===== src/rtl/key_debounce_pkg.sv =====
// key_debounce_pkg
//   Board timing constants shared by the key conditioning path, plus the
//   helper that turns a debounce time into a clock-cycle count.
//   Contents:
//     CLK_HZ                   board clock frequency (CLOCK_50)
//     DEBOUNCE_MS              debounce window in milliseconds
//     debounce_cycles()        cycles for a window of ms milliseconds
//     DEBOUNCE_CYCLES_DFLT     default cycle count derived from the above
package key_debounce_pkg;

  localparam int CLK_HZ      = 32'd50_000_000;
  localparam int DEBOUNCE_MS = 32'd10;

  // Cycle count for a debounce window; divide first so the product never overflows.
  function automatic int debounce_cycles(input int clk_hz, input int ms);
    return (clk_hz / 32'd1000) * ms;
  endfunction

  localparam int DEBOUNCE_CYCLES_DFLT = debounce_cycles(CLK_HZ, DEBOUNCE_MS);

endpackage


===== src/rtl/key_debounce_if.sv =====
// key_debounce_if
//   Bundles the raw key pins and the conditioned key outputs.
//   Signals (all N_KEYS wide):
//     key_n        raw pins, active-low, asynchronous to clk
//     key_level    debounced level, active-high
//     key_press    1-cycle strobe on accepted press
//     key_release  1-cycle strobe on accepted release
//   Modports:
//     master  the pin side / consumer: drives key_n, observes the outputs
//     slave   the debouncer: reads key_n, drives the outputs
interface key_debounce_if #(
  parameter int N_KEYS = 4
);

  logic [N_KEYS-1:0] key_n;
  logic [N_KEYS-1:0] key_level;
  logic [N_KEYS-1:0] key_press;
  logic [N_KEYS-1:0] key_release;

  modport master (
    output key_n,
    input  key_level,
    input  key_press,
    input  key_release
  );

  modport slave (
    input  key_n,
    output key_level,
    output key_press,
    output key_release
  );

endinterface


===== src/rtl/key_debounce_ch.sv =====
// key_debounce_ch
//   One key channel: synchronizer chain, stability counter, debounced level
//   and press/release strobes. All outputs are registered.
//   Ports:
//     clk          system clock
//     reset        synchronous, active-high
//     key_n        raw pin, active-low, asynchronous
//     key_level    debounced level, active-high
//     key_press    1-cycle strobe when the level is accepted as 1
//     key_release  1-cycle strobe when the level is accepted as 0
module key_debounce_ch #(
  parameter int SYNC_STAGES     = 2,
  parameter int DEBOUNCE_CYCLES = 500_000
) (
  input  logic clk,
  input  logic reset,
  input  logic key_n,
  output logic key_level,
  output logic key_press,
  output logic key_release
);

  localparam int CNT_W = $clog2(DEBOUNCE_CYCLES + 1);
  localparam logic [CNT_W-1:0] CNT_LAST = CNT_W'(DEBOUNCE_CYCLES - 1);

  logic [SYNC_STAGES-1:0] sync_r;
  logic [CNT_W-1:0]       cnt_r;
  logic                   level_r;
  logic                   press_r;
  logic                   release_r;
  logic                   pressed_s;

  // Last synchronizer stage, inverted so 1 means pressed.
  assign pressed_s = ~sync_r[SYNC_STAGES-1];

  // Synchronize the pin and accept a new level once it has held long enough.
  always_ff @(posedge clk) begin
    if (reset) begin
      sync_r    <= '1;
      cnt_r     <= '0;
      level_r   <= 1'b0;
      press_r   <= 1'b0;
      release_r <= 1'b0;
    end else begin
      sync_r    <= {sync_r[SYNC_STAGES-2:0], key_n};
      press_r   <= 1'b0;
      release_r <= 1'b0;
      if (pressed_s == level_r) begin
        // Back at the accepted level: any partial count is a bounce.
        cnt_r <= '0;
      end else if (cnt_r == CNT_LAST) begin
        // Cleared on acceptance, so the counter never needs to saturate.
        level_r   <= pressed_s;
        cnt_r     <= '0;
        press_r   <= pressed_s;
        release_r <= ~pressed_s;
      end else begin
        cnt_r <= cnt_r + 1'b1;
      end
    end
  end

  assign key_level   = level_r;
  assign key_press   = press_r;
  assign key_release = release_r;

endmodule


===== src/rtl/key_debounce.sv =====
// key_debounce
//   Conditions the raw, bouncy, active-low push-buttons for the control path.
//   One independent key_debounce_ch per key; simultaneous events on several
//   keys yield simultaneous strobes.
//   Ports:
//     clk    system clock (CLOCK_50)
//     reset  synchronous, active-high
//     keys   key_debounce_if slave: key_n in; key_level, key_press,
//            key_release out. The interface N_KEYS must equal N_KEYS here.
//   Parameters:
//     N_KEYS           number of key channels
//     SYNC_STAGES      synchronizer depth, at least 2
//     DEBOUNCE_CYCLES  cycles a new level must hold before acceptance, at least 1
module key_debounce
  import key_debounce_pkg::*;
#(
  parameter int N_KEYS          = 4,
  parameter int SYNC_STAGES     = 2,
  parameter int DEBOUNCE_CYCLES = DEBOUNCE_CYCLES_DFLT
) (
  input logic           clk,
  input logic           reset,
  key_debounce_if.slave keys
);

  logic [N_KEYS-1:0] level_s;
  logic [N_KEYS-1:0] press_s;
  logic [N_KEYS-1:0] release_s;

  for (genvar i = 0; i < N_KEYS; i++) begin : g_ch
    key_debounce_ch #(
      .SYNC_STAGES     (SYNC_STAGES),
      .DEBOUNCE_CYCLES (DEBOUNCE_CYCLES)
    ) u_ch (
      .clk         (clk),
      .reset       (reset),
      .key_n       (keys.key_n[i]),
      .key_level   (level_s[i]),
      .key_press   (press_s[i]),
      .key_release (release_s[i])
    );
  end

  assign keys.key_level   = level_s;
  assign keys.key_press   = press_s;
  assign keys.key_release = release_s;

endmodule


===== src/flat_wrapper.sv =====
// flat-port wrapper written by rule: the top's interface ports become plain ports
module key_debounce_flat import key_debounce_pkg::*;
#(
  parameter int N_KEYS          = 4,
  parameter int SYNC_STAGES     = 2,
  parameter int DEBOUNCE_CYCLES = DEBOUNCE_CYCLES_DFLT
)
  (clk, reset, keys_key_n, keys_key_level, keys_key_press, keys_key_release);
  key_debounce_if #(.N_KEYS(N_KEYS)) keys_i ();
  input logic clk;
  input logic reset;
  input wire logic [$bits(keys_i.key_n)-1:0] keys_key_n;
  output wire logic [$bits(keys_i.key_level)-1:0] keys_key_level;
  output wire logic [$bits(keys_i.key_press)-1:0] keys_key_press;
  output wire logic [$bits(keys_i.key_release)-1:0] keys_key_release;
  assign keys_i.key_n = keys_key_n;
  assign keys_key_level = keys_i.key_level;
  assign keys_key_press = keys_i.key_press;
  assign keys_key_release = keys_i.key_release;
  key_debounce #(.N_KEYS(N_KEYS), .SYNC_STAGES(SYNC_STAGES), .DEBOUNCE_CYCLES(DEBOUNCE_CYCLES)) u_core (.clk(clk), .reset(reset), .keys(keys_i));
endmodule

===== config.mk =====
export PLATFORM = sky130hd
export DESIGN_NAME = key_debounce_flat
export DESIGN_NICKNAME = d
export VERILOG_FILES = /design/src/rtl/key_debounce_pkg.sv /design/src/rtl/key_debounce_if.sv /design/src/rtl/key_debounce_ch.sv /design/src/rtl/key_debounce.sv /design/src/flat_wrapper.sv
export SDC_FILE = /design/constraint.sdc
export NUM_CORES = 1
export LEC_CHECK = 0
export BUFFER_PORTS_ARGS = -buffer_cell sky130_fd_sc_hd__buf_2
export CAP_MARGIN = 15
export CORE_MARGIN = 2
export CORE_UTILIZATION = 60
export DETAILED_ROUTE_END_ITERATION = 12
export PLACE_DENSITY = 0.78
export SLEW_MARGIN = 20
export SYNTH_ARGS = -nofsm -noshare
export SYNTH_HDL_FRONTEND = slang
export SYNTH_HIERARCHICAL = 1
export SYNTH_SLANG_ARGS = --single-unit

===== constraint.sdc =====
create_clock -name clk -period 2.1 [get_ports clk]
set_input_delay 0.21 -clock clk [delete_from_list [all_inputs] [get_ports clk]]
set_output_delay 0.21 -clock clk [all_outputs]
set_load 0.03 [all_outputs]

* Yosys cells after proc, flatten, opt, wreduce, memory -nomap -nowiden *
Cells that the tools add are included.

storage, ports and cells
  logic and storage cells = 56
  memories kept = 0
  bits in writable memories = 0
  output and inout bits = 12
  input port bits = 6
  flip-flop bits (word level) = 96
  ROM bits = 0
  latch bits = 0

cells by class
  eq/ne operators = 8
  shift-type cells = 0
  mux-type cells = 0
  multiply operators = 0
  bitwise logic cells = 12
  reduce and logical (&&, ||, !) cells = 12
  $add $sub $neg = 4
  divide/modulo/power cells = 0
  $lt $le $gt $ge = 0

operator list
  kind                                                             count
  19-bit by 1-bit adder with 19-bit output, second input constant  4
  19-bit equality test, second input constant                      4
  3-bit OR reduction                                               8
  1-bit NOT                                                        12
  2-bit AND reduction                                              4
  1-bit equality test                                              4

* Depth between registers and ports, before layout *
Gate-level depths: netlist (run 1).

  depth after elaboration = 4
  depth in mapped cells = 6
  mapped depth without buffers = 5

* By module *
The synthesis (run 1) kept the hierarchy.

by module, submodules not included
  module           area each (um^2)  sequential area each (um^2)  times used  cells an instance
  key_debounce_ch  1056.0            480.5                        4           117

* Least setup slack after synthesis (run 1) *
OpenSTA, ideal clock, no wires.

  path type = register to register
  from = register u_core.g_ch[0].u_ch.cnt_r[8]
  to = register u_core.g_ch[0].u_ch.cnt_r[10]
  data arrival time = 1.444 ns
  setup time = 0.117 ns
  buffers on the path = 1
  clock period less this slack = 1.561 ns
  path slack = 0.539 ns
  cell stages (with the launch flop) = 6
  required time = 1.983 ns
  path through = dfxtp_1 -> nor4bb_1 -> nand4_1 -> o21ai_2 -> buf_2 -> nor2_1

on the way
  cells in the longest elaborated chain, start to end = 2
  elaborated cells on any way between the ends = 3
  those cells by class = 1 x add/sub; 1 x eq/ne; 1 x reduce/logical

RTL lines
  what                                                                              line                   RTL
  start: declaration                                                                key_debounce_ch.sv:27  logic [CNT_W-1:0] cnt_r;
  start signal: assignment                                                          key_debounce_ch.sv:58  cnt_r <= cnt_r + 1'b1;
  branches (longest 2 deep; another with 19-bit by 1-bit adder with 19-bit output)  -

Parallel ways; which one is timed is not known.
A chain may end at the register's enable or synchronous reset.

* Worst setup path in the final report (run 1) *
  from = register u_core.g_ch[0].u_ch.cnt_r[8]
  to = register u_core.g_ch[0].u_ch.cnt_r[4]

on the way
  cells in the longest elaborated chain, start to end = 2

RTL lines
  what                                 line                   RTL
  19-bit equality test                 key_debounce_ch.sv:51  end else if (cnt_r == CNT_LAST) begin
  3-bit OR reduction (no source line)  -

Every way passes these cells.

==> results.json, run 1 <==
{
  "status": "finished, final reports clean",
  "synth_nets": 478,
  "cts_tree": "built",
  "drc_errors": 0,
  "setup.worst_path.end_class": "register",
  "fin_worst_skew_ps": 17.2,
  "num_rows": 30,
  "swShare_pct": 19.8,
  "worstPathRequired_ps": 2340,
  "area_growth_pct": 9.18,
  "cts_max_level": 3,
  "rsz0062_at_grt": "false",
  "overflow": 0,
  "diodes": 0,
  "avgRoutedWirePerCell_um": 13.1,
  "internal_power_w": 0.00267,
  "finalCritPeriodShare_pct": 90.4,
  "drt_first_pass_iters": 4,
  "drt_iter0_drc": 134,
  "yosysSeqAreaShare_pct": 45.5,
  "insertion_delay_ps": 360,
  "vias": 3296,
  "clock-sinks": 96,
  "die_h_um": 87.9,
  "coreArea_um2": 6790,
  "synth_most_common_cell": "dfxtp_1",
  "antenna_found_initial": 0,
  "final_nets": 495,
  "setup_viol": 0,
  "critPathKind": "register to register",
  "grt_pass1_vias": 2951,
  "dieArea_um2": 7730,
  "die_w_um": 87.9,
  "cts_root_buffer": "clkbuf_8",
  "clk_pin_slew_ps": 80,
  "wirelength_um": 7650,
  "worst_pin_slew_ps": 444,
  "synth_top_area_cell": "dfxtp_1",
  "vias_per_cell": 5.62,
  "power_w": 0.00334,
  "hold-worst-slack_ps": 46.4,
  "yosysUniqueCellTypes": 30,
  "combPwrFrac_pct": 1.2,
  "hold_buffers": 0,
  "io_pins": 18,
  "clk_path_buf_depth": 2,
  "irDropWorstVdd_v": 0.000376,
  "start_util_pct": 62.2,
  "cts-resized-gates": 0,
  "hold_path_class": "input port to register",
  "ys_ff_latch": 96,
  "p_switching_w": 0.000662,
  "yosys_most_used_dff": "dfxtp_1",
  "syn-cell-area_um2": 4220,
  "postSynthCellCount": 468,
  "path_max_fanout": 11,
  "period_minus_slack_ps": 1900,
  "fin_util_pct": 67.9,
  "final_hold_viol_count": 0,
  "cap_viol_max_count": 0,
  "synth_top_area_share_pct": 45.5,
  "relSlewSlack_pct": 70.0,
  "finalSetupTns_ps": 0,
  "powerDensity_nw_per_um2": 723,
  "pwr-share-seq_pct": 55.0,
  "synth-edff-count": 0,
  "avgSynthCellArea_um2": 9.03,
  "drive_gt1_share_pct": 13.5,
  "routabilityCongestion": 0.848,
  "grt_max_degree": 25,
  "fmax_ghz": 0.527,
  "grt_pass1_wl_um": 13400,
  "yosys_warnings": 6,
  "cts_setup_buffers": 0,
  "drv_slew": 0,
  "dp_cells": 570,
  "netlist_top_cells_count": "96 x dfxtp_1, 64 x nor2_1, 36 x xnor2_1, 28 x nand2_1, 24 x a21oi_1",
  "final_cells": 586,
  "worst_setup_path_start_kind": "register",
  "io_buffers": 17,
  "crit_arrival_ps": 2140,
  "cts_inserted_buffers": 9,
  "ant_nets": 0,
  "synth.area.top_cells": "dfxtp_1 45%, xnor2_1 7.5%, nor2_1 5.7%",
  "leakage_nw": 1.46,
  "grt_usage_pct": 21.5,
  "pwr-share-clk_pct": 43.8,
  "async_flop_share_pct": 0,
  "hpwl_um": 5410
}
## layer usage
metal | up-vias | wire, um | part of all wire (%) | global-route usage (%)
met4 | 0 | 93 | 1.2 | 8.81
met2 | 74 | 3580 | 47 | 34.6
li1 | 1683 | - | - | -
met5 | - | 0 | 0 | 0
met1 | 1529 | 3670 | 48 | 29.3
met3 | 10 | 306 | 4.0 | 2.83
## flip-flops by register name, summed over array words and instances (netlist names)
signal	count
u_core/g_ch.u_ch/cnt_r	76
u_core/g_ch.u_ch/key_level	4
u_core/g_ch.u_ch/key_press	4
u_core/g_ch.u_ch/key_release	4
u_core/g_ch.u_ch/sync_r	8
## power by group through the flow
| stage | Sequential (W) | Clock [W] | Combinational, W |
|---|---|---|---|
| 2_1_floorplan | 0.00187 | 0 | 0.0000214 |
| 6_report | 0.00183 | 0.00146 | 0.0000392 |
| 4_1_cts | 0.00183 | 0.00149 | 0.0000396 |
| 3_3_place_gp | 0.00188 | 0 | 0.0000382 |
| 5_1_grt | 0.00184 | 0.00157 | 0.0000438 |
| 3_5_place_dp | 0.00188 | 0 | 0.0000395 |
## cell type report
class                      count  area (um2)
inverter                      12        45.0
clock inverter                 6         113
timing repair buffer          22         123
sequential                    96        1920
fill                         544        2180
tap                           96         120
multi-input combinational    344        2150
clock buffer                  10         138
## logic make-up after synthesis
group           synth area share [%]
simple gates                    32.5
flops                           45.5
xor+xnor                        10.8
compound gates                  6.52
buf+inv                         3.55
fa+ha+maj                       1.18
## cells in the final DEF, fill, tap and decap left out, types with 5 or more instances in the layout
cell	n
dfxtp_1	96
nor2_1	64
xnor2_1	36
nand2_1	28
a21oi_1	24
nand4_1	20
nand3_1	20
nor3_1	20
buf_2	17
nor4_1	16
xor2_1	16
or2_2	12
inv_1	12
o21ai_0	12
or3_1	12
clkbuf_8	10
and4_1	8
and3_1	8
or2_1	8
buf_4	5
## per-stage QoR
| stage | instance area, um2 | worst slack, ps |
|---|---|---|
| final | 4610 | 203 |
| after global routing | 4610 | 105 |
| after CTS | 4610 | 187 |
| after detailed placement | 4360 | 281 |
| after global placement | 4360 | 332 |
| after floorplan | 4220 | 539 |
## path summary, 6_finish.rpt
path | slack, ps | endpoint | startpoint | depth (start not counted)
hold / removal | 50 | u_core/g_ch[2].u_ch/sync_r[0] | keys_key_n[2] | 2
setup / recovery | 200 | u_core/g_ch[0].u_ch/cnt_r[4] | u_core/g_ch[0].u_ch/cnt_r[8] | 5
setup reg to reg | 200 | u_core/g_ch[0].u_ch/cnt_r[4] | u_core/g_ch[0].u_ch/cnt_r[8] | 5
hold reg to reg | 420 | u_core/g_ch[0].u_ch/sync_r[1] | u_core/g_ch[0].u_ch/sync_r[0] | 1
## critical path, cell delays in order (launching register included)
cell and delay [ps]:
dfxtp_1 450, nor4bb_1 480, nand4_1 200, o21ai_2 350, buf_4 250, nor2_1 70
(Power assumes the default switching activity.)
==> inputs of run 2 (changes only) <==
SYNTH_HIERARCHICAL = default   (was 1)
==> run 2 against run 1 <==
Against the previous run:
- sequential share of layout area grew 0.85 points
- sequential power barely moved
- non-clock buffer count increased by 3
- largest power group unchanged
==> results.json, run 2 <==
{
  "status": "finished, final reports clean",
  "drv_slew": 0,
  "routabilityCongestion": 0.810,
  "vias_per_cell": 5.66,
  "area_growth_pct": 6.74,
  "internal_power_w": 0.00240,
  "yosysSeqAreaShare_pct": 45.4,
  "postSynthCellCount": 487,
  "cpPeakStageDelay_ps": 490,
  "ant_nets": 0,
  "synth-edff-count": 0,
  "pwr-share-seq_pct": 59.5,
  "largest_reg_flops": 76,
  "die_h_um": 88.0,
  "io_buffers": 17,
  "dpl_cell_area_um2": 4320,
  "p_switching_w": 0.000678,
  "layout.cells.most_common": "dfxtp_1",
  "crit_arrival_ps": 2070,
  "grt_usage_pct": 21.9,
  "combPwrFrac_pct": 1.3,
  "drc_errors": 0,
  "cts_root_buffer": "clkbuf_8",
  "final_nets": 502,
  "cts_tree": "built",
  "setup_slack_ps": 322,
  "insertion_delay_ps": 370,
  "layout_common_cells": "96 x dfxtp_1, 61 x nor2_1, 30 x xnor2_1, 29 x nand2_1, 26 x nand4_1",
  "period_minus_slack_ps": 1780,
  "crit_chain": "nand4_2 > or3_1 > or4_1 > a21oi_1",
  "io_pins": 18,
  "final_cell_area_um2": 4520,
  "cts_setup_buffers": 0,
  "synth_nets": 497,
  "cap_viol_max_count": 0,
  "yosys_warnings": 0,
  "leakage_nw": 1.40,
  "grt_pass1_wl_um": 13500,
  "clock-sinks": 96,
  "irDropWorstVdd_v": 0.000378,
  "cts_inserted_buffers": 9,
  "critPathKind": "register to register",
  "pwr-share-clk_pct": 39.2,
  "dieArea_um2": 7740,
  "finalCritPeriodShare_pct": 84.7,
  "cts-resized-gates": 0,
  "fmax_ghz": 0.562,
  "synth_top_area_cell": "dfxtp_1",
  "worst_pin_slew_ps": 509,
  "avgRoutedWirePerCell_um": 13.2,
  "path_max_fanout": 8,
  "clk_pin_slew_ps": 100,
  "finalSetupTns_ps": 0,
  "worstPathRequired_ps": 2390,
  "drt_iter0_drc": 91,
  "yosys_most_used_dff": "dfxtp_1",
  "overflow": 0,
  "diodes": 0,
  "crit_buf_inv": 0,
  "wirelength_um": 7850,
  "relSlewSlack_pct": 65.6,
  "hold_buffers": 0,
  "regMostFlops": "u_core.g_ch.u_ch.cnt_r",
  "powerDensity_nw_per_um2": 682,
  "synth_top_area_share_pct": 45.4,
  "syn-cell-area_um2": 4230,
  "hpwl_um": 5410,
  "async_flop_share_pct": 0,
  "die_w_um": 88.0,
  "post-place-ws_ps": 382,
  "rsz0062_at_grt": "false",
  "netlist_top_cells_count": "96 x dfxtp_1, 61 x nor2_1, 30 x xnor2_1, 29 x nand2_1, 26 x nand4_1",
  "grt_pass1_vias": 3062,
  "setup.worst_path.end_class": "register",
  "num_rows": 30,
  "drt_first_pass_iters": 5,
  "vias": 3355,
  "cts_max_level": 3,
  "hold_path_class": "input port to register",
  "start_util_pct": 62.3,
  "drive_gt1_share_pct": 12.5,
  "crit_family": "simple AND/OR/NAND/NOR gates",
  "swShare_pct": 22.0,
  "fin_worst_skew_ps": 14.0,
  "yosysUniqueCellTypes": 38,
  "avgSynthCellArea_um2": 8.69,
  "coreArea_um2": 6790,
  "setup_viol": 0,
  "ys_ff_latch": 96,
  "antenna_found_initial": 0,
  "worst_setup_path_start_kind": "register",
  "slowest_stage": "or3_1",
  "reg.largest.list": "u_core.g_ch.u_ch.cnt_r (76), u_core.g_ch.u_ch.sync_r (8)",
  "synth_most_common_cell": "dfxtp_1",
  "clk_path_buf_depth": 2,
  "grt_max_degree": 24,
  "final_hold_viol_count": 0,
  "synth.area.top_cells": "dfxtp_1 45%, xnor2_1 6.2%, nor2_1 5.4%"
}
## run 2: power groups by stage
stage | registers (W) | logic, W | clock network, W
after floorplan | 0.00187 | 0.0000265 | 0
after global placement | 0.00188 | 0.0000397 | 0
after detailed placement | 0.00188 | 0.0000402 | 0
after CTS | 0.00183 | 0.0000406 | 0.00123
after global routing | 0.00184 | 0.0000454 | 0.00130
final | 0.00183 | 0.0000397 | 0.00121
## run 2: layer usage
metal	up-vias	GRT usage, %	wire (um)
li1	1712	-	-
met1	1555	27.9	3730
met2	71	35.4	3690
met3	17	4.43	237
met4	0	11.0	191
met5	-	0	0
## run 2: worst paths after layout
check | slack [ps] | cells past startpoint | startpoint | end
setup / recovery | 320 | 4 | u_core.g_ch[3].u_ch.cnt_r[7] | u_core.g_ch[3].u_ch.cnt_r[18]
hold / removal | 20 | 2 | keys_key_n[3] | u_core.g_ch[3].u_ch.sync_r[0]
setup reg to reg | 320 | 4 | u_core.g_ch[3].u_ch.cnt_r[7] | u_core.g_ch[3].u_ch.cnt_r[18]
hold reg to reg | 410 | 1 | u_core.g_ch[0].u_ch.sync_r[0] | u_core.g_ch[0].u_ch.sync_r[1]
## run 2: cell type report
class	instances	area, um2
clock inverter	6	67.6
tap	96	120
fill	565	2270
sequential	96	1920
inverter	10	37.5
timing repair buffer	25	145
multi-input combinational	350	2100
clock buffer	10	128
## run 2: worst reg2reg max path, cell delays in order (launching register included)
cell and delay, ps:
dfxtp_1 460, nand4_2 170, or3_1 490, or4_1 420
a21oi_1 150
## run 2: per-stage QoR
stage | power (W) | instances | hold slack [ps] | utilization, %
after floorplan | 0.00190 | 487 | 314 | -
after global placement | 0.00192 | 577 | 394 | 63.6
after detailed placement | 0.00192 | 577 | 393 | 63.6
after CTS | 0.00310 | 593 | 16.2 | 66.5
after global routing | 0.00318 | 593 | 24.4 | 66.5
final | 0.00308 | 593 | 19.2 | 66.5
## run 2: logic make-up after synthesis
group	synth area share [%]
adders and majority gates	1.18
and+or+nand+nor	31.5
AOI/OAI and AO/OA	6.56
xor gates and xnor gates	10.3
buffers and inverters	5.02
DFF	45.4
==> inputs of run 3 (changes only) <==
clock period = 1.78 ns   (was 2.1 ns; I/O delays follow)
==> run 3 against run 2 <==
Against the previous run:
- power up 23%
- critical endpoint is now u_core.g_ch[0].u_ch.cnt_r[18]
- clock power grew 30%
- die area unchanged
- cell area grew 4.0%
- utilization up 2.7 points
- critical path type unchanged
- combinational power grew 30%
- routed wire length grew 1.8%
==> results.json, run 3 (synthesis results as in run 2) <==
{
  "cpPeakStageDelay_ps": 420,
  "final_nets": 516,
  "ant_nets": 0,
  "fmax_ghz": 0.591,
  "crit_chain": "and4_1 > nand4_1 > buf_4 > or4_1 > a21oi_1",
  "crit_family": "simple AND/OR/NAND/NOR gates",
  "die_h_um": 88.0,
  "relSlewSlack_pct": 69.9,
  "num_rows": 30,
  "vias": 3424,
  "die_w_um": 88.0,
  "finalCritPeriodShare_pct": 95.1,
  "drt_first_pass_iters": 4,
  "powerDensity_nw_per_um2": 805,
  "fin_worst_skew_ps": 11.3,
  "setup.worst_path.end_class": "register",
  "cts_inserted_buffers": 9,
  "dpl_cell_area_um2": 4390,
  "clk_pin_slew_ps": 90,
  "area_growth_pct": 11.0,
  "coreArea_um2": 6790,
  "hold_path_class": "input port to register",
  "dieArea_um2": 7740,
  "regMostFlops": "u_core.g_ch.u_ch.cnt_r",
  "post-place-ws_ps": 70.7,
  "leakage_nw": 1.49,
  "overflow": 0,
  "largest_reg_flops": 76,
  "crit_arrival_ps": 1980,
  "layout_common_cells": "91 x dfxtp_1, 61 x nor2_1, 30 x xnor2_1, 29 x nand2_1, 26 x nand4_1",
  "clock-sinks": 96,
  "drc_errors": 0,
  "period_minus_slack_ps": 1690,
  "grt_max_degree": 24,
  "worst_setup_path_start_kind": "register",
  "cts_max_level": 3,
  "dp_cells": 586,
  "worstPathRequired_ps": 2070,
  "drt_iter0_drc": 108,
  "drive_gt1_share_pct": 16.8,
  "slowest_stage": "dfxtp_1",
  "crit_buf_inv": 1,
  "status": "finished, final reports clean",
  "setup_slack_ps": 87.9,
  "layout.cells.most_common": "dfxtp_1",
  "io_pins": 18,
  "hold-worst-slack_ps": 15.3,
  "final_cells": 607,
  "final_hold_viol_count": 0,
  "grt_pass1_wl_um": 13100,
  "start_util_pct": 62.3,
  "cts_tree": "built",
  "wirelength_um": 7990,
  "cap_viol_max_count": 0,
  "power_w": 0.00379,
  "final_cell_area_um2": 4700,
  "reg.largest.list": "u_core.g_ch.u_ch.cnt_r (76), u_core.g_ch.u_ch.sync_r (8)",
  "clk_path_buf_depth": 2,
  "cts_root_buffer": "clkbuf_8",
  "irDropWorstVdd_v": 0.000521,
  "diodes": 0,
  "grt_usage_pct": 21.5,
  "setup_viol": 0,
  "vias_per_cell": 5.64,
  "io_buffers": 17,
  "avgRoutedWirePerCell_um": 13.2,
  "drv_slew": 0,
  "hpwl_um": 5530,
  "critPathKind": "register to register",
  "grt_pass1_vias": 3080,
  "antenna_found_initial": 0,
  "worst_pin_slew_ps": 446,
  "path_max_fanout": 6,
  "routabilityCongestion": 0.891,
  "insertion_delay_ps": 350
}
run 3: cell types whose count changed in the layout (fill, tap and decap cells not counted), moves of 2 or more:
cell	before	now
and4_1	9	7
buf_4	8	19
dfxtp_2	0	5
dfxtp_1	96	91
dlygate4sd3_1	0	3
nor4_1	14	12
nor4_2	0	2
run 3: final cells by class:
class / count / area (um2)
Clock buffer: 10 / 138
Clock inverter: 6 / 90.1
Fill cell: 537 / 2090
Inverter: 10 / 37.5
Multi-Input combinational cell: 350 / 2130
Sequential cell: 96 / 1930
Tap cell: 96 / 120
Timing Repair Buffer: 39 / 258
run 3: path summary, 6_finish.rpt:
check                                startpoint                             to  slack, ps  cells after the start
setup reg to reg  u_core.g_ch[0].u_ch.cnt_r[11]  u_core.g_ch[0].u_ch.cnt_r[18]         90                      5
hold / removal                    keys_key_n[1]  u_core.g_ch[1].u_ch.sync_r[0]         20                      2
setup / recovery  u_core.g_ch[0].u_ch.cnt_r[11]  u_core.g_ch[0].u_ch.cnt_r[18]         90                      5
hold reg to reg   u_core.g_ch[0].u_ch.sync_r[0]  u_core.g_ch[0].u_ch.sync_r[1]        420                      1
run 3: per-stage QoR:
stage / utilization, % / TNS [ps]
floorplan: - / 0
finish: 69.2 / 0
CTS: 68.4 / 0
global placement: 64.6 / 0
detailed placement: 64.6 / 0
global route: 69.2 / -2.48
run 3: routing by layer:
metal | wire (um) | track usage, %
met1 | 3740 | 26.5
met2 | 3790 | 34.6
met3 | 259 | 4.90
met4 | 214 | 12.2
met5 | 0 | 0
run 3: what timing repair did:
| action | CTS | global route |
|---|---|---|
| hold endpoints to repair | 3 | 0 |
| gates resized for setup | 0 | 12 |
| setup buffers | 0 | 2 |
| hold buffers | 3 | 0 |
| endpoints found under the setup margin | 0 | 21 |
run 3: power breakdown:
part	internal, W	total [W]	switching, W	leakage, nW
Sequential	0.00216	0.00216	0.00000721	0.778
Combinational	0.0000227	0.0000515	0.0000288	0.597
Clock	0.000837	0.00157	0.000734	0.113
Total	0.00302	0.00379	0.000770	1.49
